==> src/rtl/useq.sv <==
// useq: 65C02 microcode sequencer driving a synchronous microcode ROM (address out, word back one cycle later).
// Define USEQ_STACK_EN to build the micro-subroutine stack; otherwise CALL acts as NEXT, RETURN as DECODE, err is 0.
module useq #(
    parameter int                ADDR_W      = 9,
    parameter int                CW          = 36,
    parameter int                STACK_DEPTH = 4,
    parameter logic [ADDR_W-1:0] RESET_ENTRY = 9'h160,
    parameter logic [ADDR_W-1:0] IRQ_ENTRY   = 9'h168,
    parameter logic [ADDR_W-1:0] NMI_ENTRY   = 9'h170
) (
    input  logic              clk,
    input  logic              reset,
    input  logic              rdy,
    input  logic              irq,
    input  logic              nmi,
    input  logic              I,
    input  logic              D,
    input  logic              cond,
    input  logic [7:0]        DB,
    input  logic [CW-1:0]     ucode,
    output logic [ADDR_W-1:0] upc,
    output logic [CW-5:0]     cw,
    output logic              sync,
    output logic              we,
    output logic              err
);
    localparam int NXT_W = ADDR_W - 2;
    localparam int FIN_W = ADDR_W - 4;

    localparam logic [2:0] SEQ_DECODE    = 3'b000;
    localparam logic [2:0] SEQ_NEXT      = 3'b001;
    localparam logic [2:0] SEQ_FINISH    = 3'b010;
    localparam logic [2:0] SEQ_NEXT_SAVE = 3'b011;
    localparam logic [2:0] SEQ_BRANCH    = 3'b100;
    localparam logic [2:0] SEQ_CALL      = 3'b101;
    localparam logic [2:0] SEQ_RETURN    = 3'b110;
    localparam logic [2:0] SEQ_HALT      = 3'b111;

    if (ADDR_W < 9 || STACK_DEPTH < 2 || (STACK_DEPTH & (STACK_DEPTH - 1)) != 0) begin : g_param_check
        $error("useq: ADDR_W must be >= 9 and STACK_DEPTH a power of 2 >= 2");
    end

    logic [2:0]        seq;
    logic              we_nxt;
    logic [NXT_W-1:0]  nxt;
    logic [FIN_W-1:0]  fin;
    logic [ADDR_W-1:0] upc_q;
    logic [FIN_W-1:0]  finish;
    logic              nmi_q;
    logic              nmi_pend;
    logic              clr_nmi;
    logic              save_fin;
    logic              irq_take;
    logic [ADDR_W-1:0] dec_addr;
    logic [ADDR_W-1:0] uc_addr;
    logic [ADDR_W-1:0] fin_addr;
    logic [ADDR_W-1:0] seq_addr;
    logic [ADDR_W-1:0] int_addr;

    assign seq      = ucode[CW-1:CW-3];
    assign we_nxt   = ucode[CW-4];
    assign nxt      = ucode[NXT_W-1:0];
    assign fin      = ucode[NXT_W+FIN_W-1:NXT_W];
    assign cw       = ucode[CW-5:0];
    assign sync     = (seq == SEQ_DECODE);

    assign dec_addr = {{(ADDR_W-8){1'b0}}, DB};
    assign uc_addr  = {1'b1, D, nxt};
    assign fin_addr = {1'b1, D, 2'b10, finish};
    assign seq_addr = upc_q + ADDR_W'(1);
    assign irq_take = irq & ~I;

    // A pending NMI always beats IRQ; only a maskable IRQ honours I.
    always_comb begin
        int_addr = dec_addr;
        if (nmi_pend)
            int_addr = NMI_ENTRY;
        else if (irq_take)
            int_addr = IRQ_ENTRY;
    end

`ifdef USEQ_STACK_EN
    localparam int SP_W    = $clog2(STACK_DEPTH);
    localparam int DEPTH_W = SP_W + 1;
    localparam logic [DEPTH_W-1:0] FULL = DEPTH_W'(STACK_DEPTH);

    logic [ADDR_W-1:0]  stack [STACK_DEPTH];
    logic [SP_W-1:0]    sp;
    logic [DEPTH_W-1:0] depth;
    logic               err_q;
    logic               push;
    logic               pop;
    logic [ADDR_W-1:0]  pop_addr;

    assign pop_addr = stack[sp - 1'b1];
    assign err      = err_q;
`else
    assign err      = 1'b0;
`endif

    always_comb begin
        upc      = upc_q;
        save_fin = 1'b0;
        clr_nmi  = 1'b0;
`ifdef USEQ_STACK_EN
        push     = 1'b0;
        pop      = 1'b0;
`endif
        if (reset) begin
            upc = RESET_ENTRY;
        end else if (rdy) begin
            case (seq)
                SEQ_DECODE: begin
                    upc     = int_addr;
                    clr_nmi = nmi_pend;
                end
                SEQ_NEXT:   upc = uc_addr;
                SEQ_FINISH: upc = fin_addr;
                SEQ_NEXT_SAVE: begin
                    upc      = uc_addr;
                    save_fin = 1'b1;
                end
                SEQ_BRANCH: upc = cond ? uc_addr : seq_addr;
`ifdef USEQ_STACK_EN
                SEQ_CALL: begin
                    upc  = uc_addr;
                    push = 1'b1;
                end
                SEQ_RETURN: begin
                    upc = pop_addr;
                    pop = 1'b1;
                end
`else
                SEQ_CALL:   upc = uc_addr;
                SEQ_RETURN: begin
                    upc     = int_addr;
                    clr_nmi = nmi_pend;
                end
`endif
                SEQ_HALT: begin
                    // Any irq wakes; a masked irq just falls through to nxt.
                    if (nmi_pend | irq) begin
                        upc     = (nmi_pend | irq_take) ? int_addr : uc_addr;
                        clr_nmi = nmi_pend;
                    end
                end
            endcase
        end
    end

    always_ff @(posedge clk) begin
        upc_q <= upc;
        if (reset) begin
            finish   <= '0;
            we       <= 1'b0;
            nmi_q    <= 1'b0;
            nmi_pend <= 1'b0;
        end else begin
            nmi_q <= nmi;
            // A fresh edge wins over a same-cycle clear.
            if (nmi & ~nmi_q)
                nmi_pend <= 1'b1;
            else if (clr_nmi)
                nmi_pend <= 1'b0;
            if (rdy) begin
                we <= we_nxt;
                if (save_fin)
                    finish <= fin;
            end
        end
    end

`ifdef USEQ_STACK_EN
    always_ff @(posedge clk) begin
        if (push)
            stack[sp] <= seq_addr;
    end

    // Full push overwrites the oldest slot (sp wraps onto it); empty pop still moves sp.
    always_ff @(posedge clk) begin
        if (reset) begin
            sp    <= '0;
            depth <= '0;
            err_q <= 1'b0;
        end else if (push) begin
            sp <= sp + 1'b1;
            if (depth == FULL)
                err_q <= 1'b1;
            else
                depth <= depth + 1'b1;
        end else if (pop) begin
            sp <= sp - 1'b1;
            if (depth == '0)
                err_q <= 1'b1;
            else
                depth <= depth - 1'b1;
        end
    end
`endif

endmodule

==> config.mk <==
export PLATFORM = sky130hd
export DESIGN_NAME = useq
export DESIGN_NICKNAME = d
export VERILOG_FILES = /design/src/rtl/useq.sv
export SDC_FILE = /design/constraint.sdc
export NUM_CORES = 1
export LEC_CHECK = 0
export ABC_CLOCK_PERIOD_IN_PS = 3600
export CAP_MARGIN = 20
export CORE_MARGIN = 4
export CORE_UTILIZATION = 41
export CTS_CLUSTER_DIAMETER = 60
export DETAILED_ROUTE_END_ITERATION = 6
export GPL_TIMING_DRIVEN = 1
export PLACE_DENSITY = 0.87
export SYNTH_ARGS = -nofsm -noshare
export SYNTH_HDL_FRONTEND = slang
export SYNTH_SLANG_ARGS = --single-unit
==> constraint.sdc <==
create_clock -name clk -period 3.6 [get_ports clk]
set_input_delay 0.54 -clock clk [delete_from_list [all_inputs] [get_ports clk]]
set_output_delay 0.54 -clock clk [all_outputs]
set_load 0.05 [all_outputs]
==> results <==
state kept, by name, summed over array words and instances, names as in the netlist:
signal and flops:
we 1, upc_q 9, nmi_q 1, nmi_pend 1, finish 5
logic make-up after synthesis:
| logic type | Yosys count | share of synthesized area |
|---|---|---|
| mux | 6 | 0.0375 |
| simple gates | 70 | 0.227 |
| compound gates | 64 | 0.272 |
| other cells | 1 | 0.00234 |
| flops | 17 | 0.212 |
| xor+xnor | 7 | 0.0383 |
| fa+ha+maj | 1 | 0.00781 |
| buf+inv | 50 | 0.202 |
through the flow:
step | setup WS, ns | util
2_1_floorplan | 0.822 | -
3_3_place_gp | 0.425 | 0.534
3_5_place_dp | 0.391 | 0.534
4_1_cts | 0.375 | 0.546
5_1_grt | 0.181 | 0.546
6_report | 0.361 | 0.546
routing by layer:
| layer | wire (µm) | track usage | vias up |
|---|---|---|---|
| met4 | 107 | 0.0787 | 0 |
| met1 | 2010 | 0.245 | 766 |
| met2 | 2190 | 0.312 | 89 |
| met5 | 0 | 0 | - |
| met3 | 485 | 0.0676 | 13 |
| li1 | - | - | 790 |
critical path, stage by stage:
cell	delay [ns]
clkdlybuf4s50_1	0.79
nor2b_2	0.17
nor3_4	0.34
a32o_1	0.19
a32oi_1	0.12
a221oi_2	0.36
buf_12	0.18
layout make-up:
cell class | instances | area, µm²
fill | 385 | 1690
clock inverter | 1 | 5.00
timing repair buffer | 58 | 611
multi-input combinational | 149 | 938
sequential | 17 | 340
clock buffer | 3 | 41.3
tap | 48 | 60.1
inverter | 9 | 33.8
Yosys cell counts, types with 4 or more instances:
cell	n	share of area
a21oi_1	10	0.031
buf_2	4	0.012
buf_4	33	0.15
dfxtp_1	17	0.21
inv_1	8	0.019
mux2i_1	6	0.037
nand2_1	13	0.030
nand2b_1	4	0.016
nand3_1	11	0.034
nor2_1	17	0.040
nor2b_1	4	0.016
nor3_1	9	0.028
o21ai_0	19	0.059
xor2_1	5	0.027
report_power, final:
| part | internal, µW | leakage (µW) | switching [µW] |
|---|---|---|---|
| Combinational | 102 | 0.000612 | 142 |
| Clock | 77.1 | 0.0000255 | 73.9 |
| Sequential | 199 | 0.000139 | 15.4 |
final timing paths:
path              startpoint        end  slack [ns]  depth (start not counted)
hold reg to reg    finish[2]  finish[2]        0.49                          2
setup / recovery   ucode[35]     upc[0]        0.36                          7
setup reg to reg    upc_q[0]   upc_q[8]        1.94                          6
hold / removal     finish[2]  finish[2]        0.49                          2
==> flow_summary.yaml <==
finish:
  finalNetCount: 291
  final_cell_mix: "clkdlybuf4s50_1, o21ai_0, nor2_1, dfxtp_1, nand2_1"
  drive_gt1_frac: 0.114
  synthToLayoutAreaGrowth_pct: 26.6
  antennaDiodeCount: 0
  final_cell_count_no_fill: 285
  fin_area_um2: 2030
  layout.cells.most_common: "clkdlybuf4s50_1"
setup_path:
  cp.required_ns: 3.06
  critPathCaptureType: "primary output"
  cp-start-kind: "input port"
  cp_max_fo: 16
  worstSetupPathType: "input port to primary output"
  crit_arrival_ns: 2.70
sta:
  setup_tns_ns: 0
  fin_skew_ns: 0.00241
  tightest_slew_ns: 0.571
  slew_headroom: 0.616
  fin_crit_sh: 0.900
  final_hold_viol_count: 0
  setup_viol: 0
  drv_slew: 0
  grt_setup_unrepaired: "no"
  whs_ns: 0.494
  fmax_mhz: 309
  fin_crit_ns: 3.24
pwr:
  power_density_nw_per_um2: 300
  peakVddDrop_mv: 0.204
  cellLeakagePower_uw: 0.000777
  finalPower_uw: 609
yosys:
  synth-edff-count: 0
  synth_seq_area_share: 0.212
  syn_area_um2: 1600
  syn_avg_cell_area_um2: 7.42
  async_reset_ff_frac: 0
  synthFlopType: "dfxtp_1"
  syn_nets: 269
  ys_warn_count: 0
  netlist_instances: 216
  ys_types: 51
  ys_seq_elements: 17
global_routing:
  grt_overflow: 0
  grt_pass1_wl_um: 7940
  grt_usage: 0.197
  first_global_vias: 1657
  grt_antenna_before_repair: 0
  grt_max_degree: 17
detailed_routing:
  drc_errors: 0
  vias: 1658
  wl_um: 4790
  routedWlPerCell_um: 16.8
  drt_iter0_drc: 191
  ant_nets: 0
  detail_route.first_pass.iterations: 4
  vias_per_cell: 5.82
outcome:
  status: "finished, final reports clean"
floorplanning:
  start_util: 0.431
  die_h_um: 70.5
  design.core.area_um2: 3720
  ios: 96
  dieArea_um2: 4970
  num_rows: 22
  die_x_um: 70.5
clocking:
  cts-resized-gates: 0
  clk_path_buf_depth: 2
  clkTransAtPathRegs_ns: 0.07
  clock_latency_ns: 0.26
  ctsHoldBuffers: 0
  clock-sinks: 17
  htree_levels: 1
  cts_setup_buffers: 0
  root_buffer: "clkbuf_8"
  cts_tree: "done"
  cts_made_buffers: 3
place:
  dp_hpwl_um: 3650
  gp_congestion: 0.947
  placed_cells_incl_taps: 281
  place_area_um2: 1980
  place.port_buffers: 54
flow_run:
  drv_cap: 0
hold_path:
  hold_class: "flop to flop"
No activity file was read; power rests on OpenSTA's default activity.
